===== config.mk =====
export PLATFORM = sky130hd
export DESIGN_NAME = ray_aabb_hit_collector
export DESIGN_NICKNAME = d
export VERILOG_FILES = /design/src/rtl/ray_aabb_hit_collector.sv
export SDC_FILE = /design/constraint.sdc
export NUM_CORES = 1
export LEC_CHECK = 0
export CAP_MARGIN = 20
export CORE_ASPECT_RATIO = 0.5
export CORE_MARGIN = 4
export CORE_UTILIZATION = 55
export DETAILED_ROUTE_END_ITERATION = 10
export GPL_ROUTABILITY_DRIVEN = 0
export PLACE_DENSITY = 0.88
export SETUP_SLACK_MARGIN = 0.5
export SYNTH_ARGS = -nofsm -noshare
export SYNTH_HDL_FRONTEND = slang
export SYNTH_SLANG_ARGS = --single-unit

===== constraint.sdc =====
create_clock -name clk -period 5.5 [get_ports clk]
set_input_delay 0.55 -clock clk [delete_from_list [all_inputs] [get_ports clk]]
set_output_delay 0.55 -clock clk [all_outputs]
set_load 0.03 [all_outputs]

===== src/rtl/ray_aabb_hit_collector.sv =====
// Collects greater_or_equal comparator flags for rays issued into the Ray-AABB datapath,
// forms the hit bit and buffers {id, hit} results in a credit-protected FWFT FIFO.
module ray_aabb_hit_collector #(
    parameter int LAT   = 3,
    parameter int ID_W  = 8,
    parameter int DEPTH = 4
) (
    input  logic            clk,
    input  logic            rst,
    input  logic            in_valid,
    output logic            in_ready,
    input  logic [ID_W-1:0] in_id,
    input  logic            ge_exit_entry,
    input  logic            ge_exit_zero,
    output logic            out_valid,
    input  logic            out_ready,
    output logic [ID_W-1:0] out_id,
    output logic            out_hit,
    output logic [15:0]     hit_count
);

    localparam int PW = $clog2(DEPTH);
    localparam int CW = PW + 1;

    logic [LAT-1:0]  tag_v_q, tag_v_d;
    logic [ID_W-1:0] tag_id_q [LAT];
    logic [ID_W-1:0] tag_id_d [LAT];

    logic [CW-1:0]   inflight_q, inflight_d;
    logic [CW-1:0]   count_q, count_d;
    logic [PW-1:0]   wr_ptr_q, wr_ptr_d;
    logic [PW-1:0]   rd_ptr_q, rd_ptr_d;
    logic [ID_W:0]   mem_q [DEPTH];
    logic [ID_W:0]   mem_d [DEPTH];
    logic [ID_W-1:0] out_id_q, out_id_d;
    logic            out_hit_q, out_hit_d;
    logic [15:0]     hit_count_q, hit_count_d;

    logic            acc, arr, push, pop, full;
    logic [ID_W:0]   push_data;
    logic [CW:0]     occupancy;

    // Credits cover both buffered results and rays still inside the comparator pipeline.
    always_comb begin
        occupancy = {1'b0, count_q} + {1'b0, inflight_q};
        in_ready  = occupancy < (CW + 1)'(DEPTH);
        acc       = in_valid & in_ready;
        arr       = tag_v_q[LAT-1];
        push      = arr;
        push_data = {tag_id_q[LAT-1], ge_exit_entry & ge_exit_zero};
        out_valid = count_q != '0;
        pop       = out_valid & out_ready;
        full      = count_q == CW'(DEPTH);
        out_id    = out_id_q;
        out_hit   = out_hit_q;
        hit_count = hit_count_q;
    end

    always_comb begin
        tag_v_d     = '0;
        tag_v_d[0]  = acc;
        tag_id_d[0] = in_id;
        for (int k = 1; k < LAT; k++) begin
            tag_v_d[k]  = tag_v_q[k-1];
            tag_id_d[k] = tag_id_q[k-1];
        end
    end

    always_comb begin
        inflight_d = inflight_q;
        case ({acc, arr})
            2'b10:   inflight_d = inflight_q + CW'(1);
            2'b01:   inflight_d = inflight_q - CW'(1);
            default: inflight_d = inflight_q;
        endcase
    end

    always_comb begin
        for (int i = 0; i < DEPTH; i++) begin
            mem_d[i] = mem_q[i];
        end
        if (push) begin
            mem_d[wr_ptr_q] = push_data;
        end
        wr_ptr_d = push ? wr_ptr_q + PW'(1) : wr_ptr_q;
        rd_ptr_d = pop  ? rd_ptr_q + PW'(1) : rd_ptr_q;
        count_d  = count_q;
        case ({push, pop})
            2'b10:   count_d = count_q + CW'(1);
            2'b01:   count_d = count_q - CW'(1);
            default: count_d = count_q;
        endcase
    end

    // The head register follows the next head entry, forwarding a same-cycle write into an
    // empty (or draining-to-one) FIFO; it holds its last value while the FIFO is empty.
    always_comb begin
        out_id_d  = out_id_q;
        out_hit_d = out_hit_q;
        if (count_d != '0) begin
            if (push && (rd_ptr_d == wr_ptr_q)) begin
                {out_id_d, out_hit_d} = push_data;
            end else begin
                {out_id_d, out_hit_d} = mem_q[rd_ptr_d];
            end
        end
        hit_count_d = hit_count_q;
        if (pop && out_hit_q && (hit_count_q != 16'hFFFF)) begin
            hit_count_d = hit_count_q + 16'd1;
        end
    end

    always_ff @(posedge clk or negedge rst) begin
        if (!rst) begin
            tag_v_q     <= '0;
            inflight_q  <= '0;
            count_q     <= '0;
            wr_ptr_q    <= '0;
            rd_ptr_q    <= '0;
            out_id_q    <= '0;
            out_hit_q   <= 1'b0;
            hit_count_q <= '0;
            for (int k = 0; k < LAT; k++) begin
                tag_id_q[k] <= '0;
            end
            for (int i = 0; i < DEPTH; i++) begin
                mem_q[i] <= '0;
            end
        end else begin
            tag_v_q     <= tag_v_d;
            inflight_q  <= inflight_d;
            count_q     <= count_d;
            wr_ptr_q    <= wr_ptr_d;
            rd_ptr_q    <= rd_ptr_d;
            out_id_q    <= out_id_d;
            out_hit_q   <= out_hit_d;
            hit_count_q <= hit_count_d;
            for (int k = 0; k < LAT; k++) begin
                tag_id_q[k] <= tag_id_d[k];
            end
            for (int i = 0; i < DEPTH; i++) begin
                mem_q[i] <= mem_d[i];
            end
        end
    end

    // The credit scheme must never let an arriving result meet a full FIFO.
    assert property (@(posedge clk) disable iff (!rst) !(arr && full));

endmodule


==> reports/qor.yml, run 1 <==
ir_drop_mv: 0.2823
crit_fanout: 18
rsz0062_at_grt: "no"
async_flop_share_pct: 100.0
cts_resized: 0
worst_r2r_startpoint: "count_q[0]$_DFF_PN0_"
drive_gt1_share_pct: 17.72
synth_edf_count: 0
cp.required_ns: 5.73
drv_cap: 0
dp_slack_ns: 2.018
cts.sinks: 98
cellLeakagePower_nw: 2.365
cts_setup_buffers: 0
avgViaCountPerCell: 5.702
r2r_slack_ns: 2.11
gr-total-overflow: 0
drt-pass1-iter-count: 6
hold_buffers: 0
cts_buffer_depth: 2
cp.arrival_ns: 3.62
root_buffer: "clkbuf_16"
finalNetCount: 398
cp-start-kind: "flip-flop"
cts_tree: "done"
drc_errors: 0
clock_skew_ns: 0.004610
cts_max_level: 3
setup_tns_ns: 0
cp-end-kind: "flip-flop"
fillers: 474
core_area_um2: 7570
synth_cells: 334
totalWireLength_mm: 8.742
setup_viol: 0
hold_class: "primary input to async pin"
area_growth_syn_to_layout_pct: 19.48
num_rows: 22
die_h_um: 71.53
grt_util_all_layers_pct: 19.85
n_antenna_cell: 0
yosysWarnings: 0
final_cell_mix: "dfrtp_1 (98), clkdlybuf4s50_1 (39), mux2_2 (36)"
clk_latency_ns: 0.34
vias: 2771
r2r_cells: 9
final_area_um2: 5304
antenna_found_initial: 0
drtIter0Drc: 177
final_cells: 486
min_period_ns: 3.389
io_pins: 41
ant_nets: 0
ys_types: 45
placed_cell_area_um2: 4908
wl_per_cell_um: 17.99
start_util_pct: 58.64
dpl.hpwl_mm: 5.761
syn-num-nets: 359
max_freq_mhz: 295.1
yosys_most_used_dff: "dfrtp_1"
grt_max_degree: 76
yosys_register_bits: 98
worstMarginPinSlew_ns: 0.9771
dp_cells: 469
reg2reg_to: "out_id[4]$_DFFE_PN0P_"
slew_headroom_pct: 34.03
status: "finished, final reports clean"
grt_pass1_vias: 3047
worst-setup-path-type: "flip-flop to flip-flop"
cellPowerDensity_nw_per_um2: 610.6
finalHoldViolCount: 0
grt_pass1_wl_mm: 14.89
slew_violations: 0
final_common_cell: "dfrtp_1"
synth_area_per_cell_um2: 13.29
cts_buffers: 9
fp.dieW_um: 135.1
final.setup.worst_slack_ns: 2.111
dieArea_um2: 9660
clkSlewWorstSetupHoldPaths_ns: 0.06
final.period_utilization_pct: 61.62
syn-cell-area_um2: 4439
synth-seq-area-share_pct: 55.24
port-buffer-count: 40
-- per-layer routing --
layer / part of all wire [%] / global-route usage, % / vias to the layer above / wire (µm)
met5: 0 / 0 / - / 0
met4: 1.5 / 8.045 / 0 / 133
met3: 5.1 / 6.311 / 15 / 444
met2: 50 / 33.65 / 81 / 4413
met1: 43 / 24.03 / 1415 / 3750
li1: - / - / 1260 / -
-- critical path: stages, from the launching register on --
cell and delay (ns):
dfrtp_1 0.46, o31ai_4 0.88, inv_4 0.23, ha_1 0.30
inv_1 0.10, fa_1 0.44, mux2i_1 0.25, nor4_2 0.09
buf_4 0.21, o31a_1 0.30
-- synth_stat cells (2+ instances only) --
library cell | count | area (µm²)
a21oi_1 | 2 | 10.01
and3_1 | 5 | 31.28
and4_1 | 2 | 17.52
buf_2 | 2 | 10.01
buf_6 | 3 | 33.78
clkbuf_1 | 9 | 33.78
dfrtp_1 | 98 | 2452
fa_1 | 2 | 40.04
ha_1 | 9 | 112.6
inv_1 | 12 | 45.04
mux2_2 | 36 | 405.4
mux2i_1 | 9 | 90.09
mux4_1 | 7 | 183.9
mux4_2 | 7 | 157.7
nand2_1 | 32 | 120.1
nand2b_1 | 3 | 18.77
nand3_1 | 9 | 45.04
nand3b_1 | 2 | 15.01
nand4_1 | 4 | 25.02
nor2_1 | 9 | 33.78
nor3_1 | 6 | 30.03
nor4_1 | 3 | 18.77
o21ai_0 | 18 | 90.09
o311a_1 | 2 | 20.02
xnor2_1 | 13 | 113.9
xnor3_1 | 2 | 45.04
xor2_1 | 10 | 87.58
-- flip-flops by register name (all words and copies together) (netlist names) --
register,cells
mem_q,36
hit_count,16
tag_id_d,16
out_id,8
push_data,8
count_q,3
inflight_q,3
tag_v_q,3
rd_ptr_q,2
wr_ptr_q,2
out_hit,1
-- power by group --
| part | total (W) | switching [W] | leakage (nW) | internal, W |
|---|---|---|---|---|
| sequential | 0.00121 | 0.000243 | 1.20 | 0.000966 |
| combinational | 0.00127 | 0.000596 | 0.983 | 0.000671 |
| clock | 0.000762 | 0.000260 | 0.180 | 0.000502 |
| total | 0.00324 | 0.00110 | 2.37 | 0.00214 |
-- area by class of cell --
cell class                 instances  area, µm²  area share, %
tap                              108      135.1          2.548
sequential                        98       2452          46.24
multi-input combinational        208       1857          35.01
inverter                          13      51.30         0.9672
timing repair buffer              43      440.4          8.304
clock buffer                      11      242.7          4.577
clock inverter                     5      125.1          2.359
-- per-stage QoR --
step	hold slack (ns)	total power (W)	utilization, %
after floorplan	0.2544	0.002089	-
after global placement	0.3323	0.002352	64.84
after detailed placement	0.3347	0.002459	64.84
after CTS	0.09117	0.003231	69.70
after global routing	0.1030	0.003427	70.07
final	0.09122	0.003238	70.07
-- logic make-up (layout without fill, tap and decap cells) --
logic type                 after synthesis  in the layout  synth area share [%]
and+or+nand+nor                         80             80                 8.850
adders and majority gates               11             11                 3.439
DFF                                     98             98                 55.24
AOI/OAI and AO/OA                       33             33                 4.989
xor gates and xnor gates                25             25                 5.552
buffers and inverters                   28             72                 3.072
muxes                                   59             59                 18.86
-- worst max path at each step --
stage	start	endpoint	slack [ns]	cells after the start
global placement	out_ready	out_id[4]$_DFFE_PN0P_	2.20	12
global route	count_q[2]$_DFF_PN0_	out_id[4]$_DFFE_PN0P_	1.95	9
floorplan	count_q[0]$_DFF_PN0_	out_id[5]$_DFFE_PN0P_	2.40	12
finish	count_q[0]$_DFF_PN0_	out_id[4]$_DFFE_PN0P_	2.11	9
CTS	count_q[0]$_DFF_PN0_	out_id[4]$_DFFE_PN0P_	2.12	9
detailed placement	out_ready	out_id[4]$_DFFE_PN0P_	2.02	12
Note: power is estimated with default switching activity, not from simulation.
==> inputs of run 2 (changes only) <==
- clock period: 5.5 -> 3.48 ns (I/O delays scaled with it)
==> run 2 against run 1 <==
Global-route usage is 0.33 points lower. Utilization is 0.86 points lower. Routed wire length down 2.6%. Highest routed layer unchanged. Die area stayed put. Critical path depth decreased by 5. Worst setup slack worse by 1.3 ns. Via count fell by 0.65%. Cell count increased by 0.62%. Critical endpoint is now in_ready. Hold slack gained 0.022 ns. Non-clock buffer count rose by 3. Combinational power up 58%.
==> reports/qor.yml, run 2 (same netlist as run 1, synthesis figures left out) <==
grt_pass1_wl_mm: 14.63  # -1.8%
min_period_ns: 2.677
hold_class: "primary input to async pin"
drv_cap: 0  # unchanged
cp.required_ns: 3.13  # -2.60 ns
totalWireLength_mm: 8.515  # -2.6%
status: "finished, final reports clean"
cp-start-kind: "flip-flop"
cts_resized: 0  # unchanged
postLayoutCoreUtil_pct: 69.21  # -0.86 points
clkSlewWorstSetupHoldPaths_ns: 0.06  # about the same
cts_buffer_depth: 2  # unchanged
n_antenna_cell: 0  # unchanged
drt-pass1-iter-count: 4  # -2
io_pins: 41  # unchanged
cellPowerDensity_nw_per_um2: 930.9  # +52%
cp-end-kind: "output pin"
clk_latency_ns: 0.33  # about the same
cts_buffers: 9  # unchanged
setup_tns_ns: 0  # unchanged
worst-setup-path-type: "flip-flop to output pin"
cts_tree: "done"
wl_per_cell_um: 17.41  # -3.2%
clock_skew_ns: 0.006448  # +0.001839 ns
slew_headroom_pct: 32.32  # -1.7 points
grt_pass1_vias: 3020  # -0.89%
num_rows: 22  # unchanged
avgViaCountPerCell: 5.630  # -1.3%
grt_max_degree: 71  # -6.6%
cts_max_level: 3  # unchanged
largest_reg_flops: 36  # unchanged
fp.dieW_um: 135.1  # unchanged
p_total_w: 0.004877  # +51%
ir_drop_mv: 0.5381  # +91%
slew_violations: 0  # unchanged
finalHoldViolCount: 0  # unchanged
r2r_slack_ns: 0.96  # -1.15 ns
vias: 2753  # -0.65%
grt_util_all_layers_pct: 19.53  # -0.33 points
worstMarginPinSlew_ns: 1.003  # +0.02547 ns
drc_errors: 0  # unchanged
cts.sinks: 98  # unchanged
core_area_um2: 7570  # unchanged
max_freq_mhz: 373.5
rsz0062_at_grt: "no"
final.period_utilization_pct: 76.93
cellLeakagePower_nw: 2.331  # -1.5%
antenna_found_initial: 0  # unchanged
drive_gt1_share_pct: 18.11  # +0.39 points
dpl.hpwl_mm: 5.770  # +0.14%
cts_setup_buffers: 0  # unchanged
drtIter0Drc: 219  # +24%
finalNetCount: 401  # +0.75%
largest-register: "mem_q"
root_buffer: "clkbuf_16"
ant_nets: 0  # unchanged
port-buffer-count: 40  # unchanged
start_util_pct: 58.64  # unchanged
setup_viol: 0  # unchanged
hold_buffers: 0  # unchanged
final_cell_mix: "dfrtp_1 (98), clkdlybuf4s50_1 (39), mux2_2 (36)"
gr-total-overflow: 0  # unchanged
cp.arrival_ns: 2.33  # -1.29 ns
die_h_um: 71.53  # unchanged
final_common_cell: "dfrtp_1"
area_growth_syn_to_layout_pct: 18.01
dieArea_um2: 9660  # unchanged
crit_fanout: 6  # -12
run 2: cell type report:
type	instances	area [µm²]
inverters	13	51.30
well taps	108	135.1
multi-input cells	208	1857
flip-flops and latches	98	2452
repair buffers	46	455.4
fillers	485	2331
clock buffers	11	232.7
clock inverters	5	55.05
run 2: per-layer routing:
| layer | part of all wire (%) | up-vias | global-route usage [%] | wire length [µm] |
|---|---|---|---|---|
| li1 | - | 1270 | - | - |
| met2 | 50 | 63 | 33.20 | 4279 |
| met1 | 43 | 1403 | 24.09 | 3648 |
| met5 | 0 | - | 0 | 0 |
| met3 | 4.7 | 17 | 5.119 | 402 |
| met4 | 2.2 | 0 | 8.380 | 184 |
run 2: through the flow:
stage               setup WS (ns)  std cells  area (µm²)  hold WS, ns
floorplan                  0.5601        334        4446      0.05241
global route               0.7134        489        5239       0.1983
global placement           0.7338        473        4951       0.3324
finish                     0.8028        489        5239       0.1133
detailed placement         0.6216        473        4951       0.3347
CTS                        0.7859        489        5239       0.1535
run 2: critical path, stage by stage (launching register included):
cell	delay (ns)
dfrtp_1	0.46
ha_1	0.31
and3_1	0.17
nor4_1	0.30
clkdlybuf4s50_1	0.75
run 2: where the power goes:
part / internal, W / total [W] / switching [W]
Combinational: 0.00107 / 0.00201 / 0.000939
Sequential: 0.00153 / 0.00191 / 0.000384
Clock: 0.000555 / 0.000953 / 0.000398
Total: 0.00316 / 0.00488 / 0.00172
run 2: worst paths after layout:
| path | end | cells after the start | from |
|---|---|---|---|
| worst max-delay path | in_ready | 4 | count_q[1]$_DFF_PN0_ |
| worst max register to register | out_id[4]$_DFFE_PN0P_ | 9 | count_q[0]$_DFF_PN0_ |
| worst min register to register | push_data[8]$_DFF_PN0_ | 0 | tag_id_d[7]$_DFF_PN0_ |
| max in group asynchronous | mem_q[17]$_DFFE_PN0P_ | 2 | rst |
| worst min-delay path | inflight_q[0]$_DFFE_PN0P_ | 1 | rst |
| min in group clk | push_data[8]$_DFF_PN0_ | 0 | tag_id_d[7]$_DFF_PN0_ |
==> edit 1, RTL diff (settings of run 1) <==
Set the parameter `ID_W` to 7 (it was 8).
--- a/src/rtl/ray_aabb_hit_collector.sv
+++ b/src/rtl/ray_aabb_hit_collector.sv
@@ -2,7 +2,7 @@
 // forms the hit bit and buffers {id, hit} results in a credit-protected FWFT FIFO.
 module ray_aabb_hit_collector #(
     parameter int LAT   = 3,
-    parameter int ID_W  = 8,
+    parameter int ID_W  = 7,
     parameter int DEPTH = 4
 ) (
     input  logic            clk,
Ports: changed (resized in_id and out_id); port bits go from 41 to 39. No check against the original RTL was run, so the function may have changed too.
==> edit 1 against run 1 <==
- utilization down 2.8 points
- area after synthesis down 6.9%
- power down 8.0%
- cell area down 7.1%
- fmax down 9.4%
- routed wire length down 2.6%
- setup slack worse by 0.35 ns
- sequential cell count down 8
- via count down 2.3%
==> edit 1: results <==
[detailed_routing]
viasPerCell = 5.921
drt_first_pass_iters = 4

[finish]
drive_above_1_share = 0.1856
finalInstanceArea_um2 = 4927
finish.net_count = 381
fin_util = 0.6729
largest_reg_flops = 32

[status]
outcome = "complete, no violations"

[worst_setup_path]
critical_path.max_fanout = 15
critPathArrivalTime_ns = 3.97
cpPeakStageDelay_ns = 0.84

[power]
static-leakage-power_nw = 2.145
power.sequential.fraction = 0.378
sw_share = 0.3701
clk-power_uw = 615
share_clk_of_total_power = 0.206

[logic_synthesis]
syn-num-nets = 341
post_synth_num_cell_types = 52
synth.top_cells.by_area = "sky130_fd_sc_hd__dfrtp_1 (54%), sky130_fd_sc_hd__mux4_2 (7.6%), sky130_fd_sc_hd__mux2_2 (7.1%)"
yosys.area_share.adder = 0.03694
post_synth_most_frequent_cells = "sky130_fd_sc_hd__dfrtp_1 (90), sky130_fd_sc_hd__mux2_2 (26), sky130_fd_sc_hd__nand2_1 (23)"
mux_cell_area_share_after_synthesis = 0.1714

[global_routing]
grt_pass1_vias = 2879
grt_first_pass_wirelength_um = 14270
track_usage = 0.2031

[timing]
maxSlewHeadroom = 0.3959
fin_worst_skew_ns = 0.01093

[placement]
instance_area_after_placement_um2 = 4573
dp_hpwl_um = 5440
edit 1: worst paths after layout:
path,cells past startpoint,from,end,slack [ns]
min,1,rst,mem_q[9],0.06
max,9,count_q[2],out_hit,1.76
min reg2reg,0,tag_id_d[8],tag_id_d[1],0.34
max reg2reg,9,count_q[2],out_hit,1.76
max in group asynchronous,2,rst,tag_id_d[8],4.83
min in group clk,0,tag_id_d[8],tag_id_d[1],0.34
edit 1: per-layer routing:
layer	global-route usage	vias up	share of wire
met4	0.06727	0	0.020
met2	0.3326	101	0.51
met1	0.2455	1370	0.40
met3	0.08231	19	0.067
li1	-	1216	-
met5	0	-	0
edit 1: worst register-to-register path: stages (launching register included):
cell	delay, ns
sky130_fd_sc_hd__dfrtp_1	0.48
sky130_fd_sc_hd__o31ai_4	0.84
sky130_fd_sc_hd__inv_2	0.33
sky130_fd_sc_hd__ha_1	0.32
sky130_fd_sc_hd__inv_1	0.08
sky130_fd_sc_hd__fa_1	0.18
sky130_fd_sc_hd__xor2_1	0.09
sky130_fd_sc_hd__o21a_1	0.19
sky130_fd_sc_hd__or4_1	0.75
sky130_fd_sc_hd__mux2_2	0.37
edit 1: area by class of cell:
| cell class | count | area share |
|---|---|---|
| Multi-Input combinational cell | 196 | 0.3547 |
| Timing Repair Buffer | 40 | 0.08786 |
| Sequential cell | 90 | 0.4571 |
| Tap cell | 96 | 0.02438 |
| Clock inverter | 6 | 0.01498 |
| Clock buffer | 9 | 0.04571 |
| Inverter | 20 | 0.01524 |
==> edit 2, RTL diff (flow settings as in run 1) <==
Made on the original files. Register the output `hit_count`, cleared by the reset; this adds one clock of latency there. The other outputs are not delayed to match.
--- a/src/rtl/ray_aabb_hit_collector.sv
+++ b/src/rtl/ray_aabb_hit_collector.sv
@@ -21,6 +21,8 @@
 
     localparam int PW = $clog2(DEPTH);
     localparam int CW = PW + 1;
+
+    logic [15:0] hit_count_c;
 
     logic [LAT-1:0]  tag_v_q, tag_v_d;
     logic [ID_W-1:0] tag_id_q [LAT];
@@ -53,7 +55,7 @@
         full      = count_q == CW'(DEPTH);
         out_id    = out_id_q;
         out_hit   = out_hit_q;
-        hit_count = hit_count_q;
+        hit_count_c = hit_count_q;
     end
 
     always_comb begin
@@ -147,5 +149,13 @@
     // The credit scheme must never let an arriving result meet a full FIFO.
     assert property (@(posedge clk) disable iff (!rst) !(arr && full));
 
+    always_ff @(posedge clk or negedge rst) begin
+        if (!rst) begin
+            hit_count <= '0;
+        end else begin
+            hit_count <= hit_count_c;
+        end
+    end
+
 endmodule
 
Behaviour: not the same (Yosys sat finds a counterexample within 10 cycles, from zero or initial values and one cycle with rst low).
==> edit 2 against run 1 <==
- routed wire length rose by 11%
- synthesized cell count rose by 4.5%
- sequential cell count rose by 16
- combinational power rose by 6%
- area after synthesis rose by 8.9%
- cell area rose by 12%
- setup slack got worse by 0.074 ns
- power rose by 17%
- count of clock-buffer cells in the layout rose by 14
- critical path type unchanged
- largest cell class unchanged
- highest routed layer unchanged
==> edit 2: results <==
[status]
outcome = "complete, no violations"

[logic_synthesis]
netlist_instances = 349
ys_seq_area_frac = 0.5904
yosys.area_share.adder = 0.03159
synth.top_cells.by_area = "sky130_fd_sc_hd__dfrtp_1 (59%), sky130_fd_sc_hd__mux2_2 (8.4%), sky130_fd_sc_hd__mux4_1 (3.8%)"
synth_compound_gate_area_share = 0.04350
mux_cell_area_share_after_synthesis = 0.1753
post_synth_xor_area_fraction = 0.04920
post_synth_most_frequent_cells = "sky130_fd_sc_hd__dfrtp_1 (114), sky130_fd_sc_hd__mux2_2 (36), sky130_fd_sc_hd__nand2_1 (33)"
syn-num-nets = 374

[timing]
maxSlewHeadroom = 0.3068

[placement]
dp_hpwl_um = 6028
placedCellCount = 489
instance_area_after_placement_um2 = 5311

[detailed_routing]
routed_wirelength_um = 9680
met2RoutedLength_um = 4903
amount_of_wire_on_met3_after_detailed_routing_um = 447
drt_first_pass_iters = 5
wl_met1_um = 4113
detailroute.via_count = 2928
drt_iter0_drc = 232
viasPerCell = 5.631

[global_routing]
track_usage = 0.2073
grt_pass1_vias = 3257
grt_first_pass_wirelength_um = 16310
grt_start_max_net_pins = 66

[finish]
finish.net_count = 422

[cts]
clock_insertion_delay_worst_skew_ns = 0.40
cts_htree_levels = 4

[power]
static-leakage-power_nw = 2.689
## edit 2: critical path: stages, from the launching register on
cell                      delay [ns]
sky130_fd_sc_hd__dfrtp_1        0.45
sky130_fd_sc_hd__o31ai_4        0.92
sky130_fd_sc_hd__inv_4          0.26
sky130_fd_sc_hd__ha_1           0.32
sky130_fd_sc_hd__inv_1          0.10
sky130_fd_sc_hd__fa_1           0.43
sky130_fd_sc_hd__mux2i_1        0.24
sky130_fd_sc_hd__nor4_2         0.09
sky130_fd_sc_hd__buf_4          0.20
sky130_fd_sc_hd__o31a_1         0.31
## edit 2: final timing paths
check	endpoint	cells past startpoint	slack, ns	start
min in group clk	tag_id_d[5]	0	0.34	tag_id_d[13]
worst max-delay path	out_id[1]	9	2.04	count_q[2]
max in group asynchronous	mem_q[23]	2	4.10	rst
worst min-delay path	hit_count[1]	1	0.17	rst
worst max register to register	out_id[1]	9	2.04	count_q[2]
worst min register to register	tag_id_d[5]	0	0.34	tag_id_d[13]
## edit 2: cell type report
type	instances	area, um2
Clock buffer	25	505.5
Fill cell	490	2340
Tap cell	112	140.1
Inverter	15	58.81
Multi-Input combinational cell	206	1847
Sequential cell	114	2853
Clock inverter	5	75.07
Timing Repair Buffer	43	440.4
## edit 2: report_power, final
group          leakage [nW]  internal, mW  switching [mW]
logic                 0.996         0.706           0.639
registers              1.40          1.11           0.256
clock network         0.289         0.718           0.347
## edit 2: cell families after synthesis
group                    after synthesis
adder cells (fa/ha/maj)               11
multiplexers                          60
AND/OR/NAND/NOR                       80
flip-flops                           114
XOR/XNOR                              24
buffers and inverters                 29
AO/OA/AOI/OAI                         31
## edit 2: per-layer routing
metal  track usage  vias up
met5             0        -
met4        0.1063        0
met3       0.05716       23
met2        0.3522       86
met1        0.2509     1487
li1              -     1332
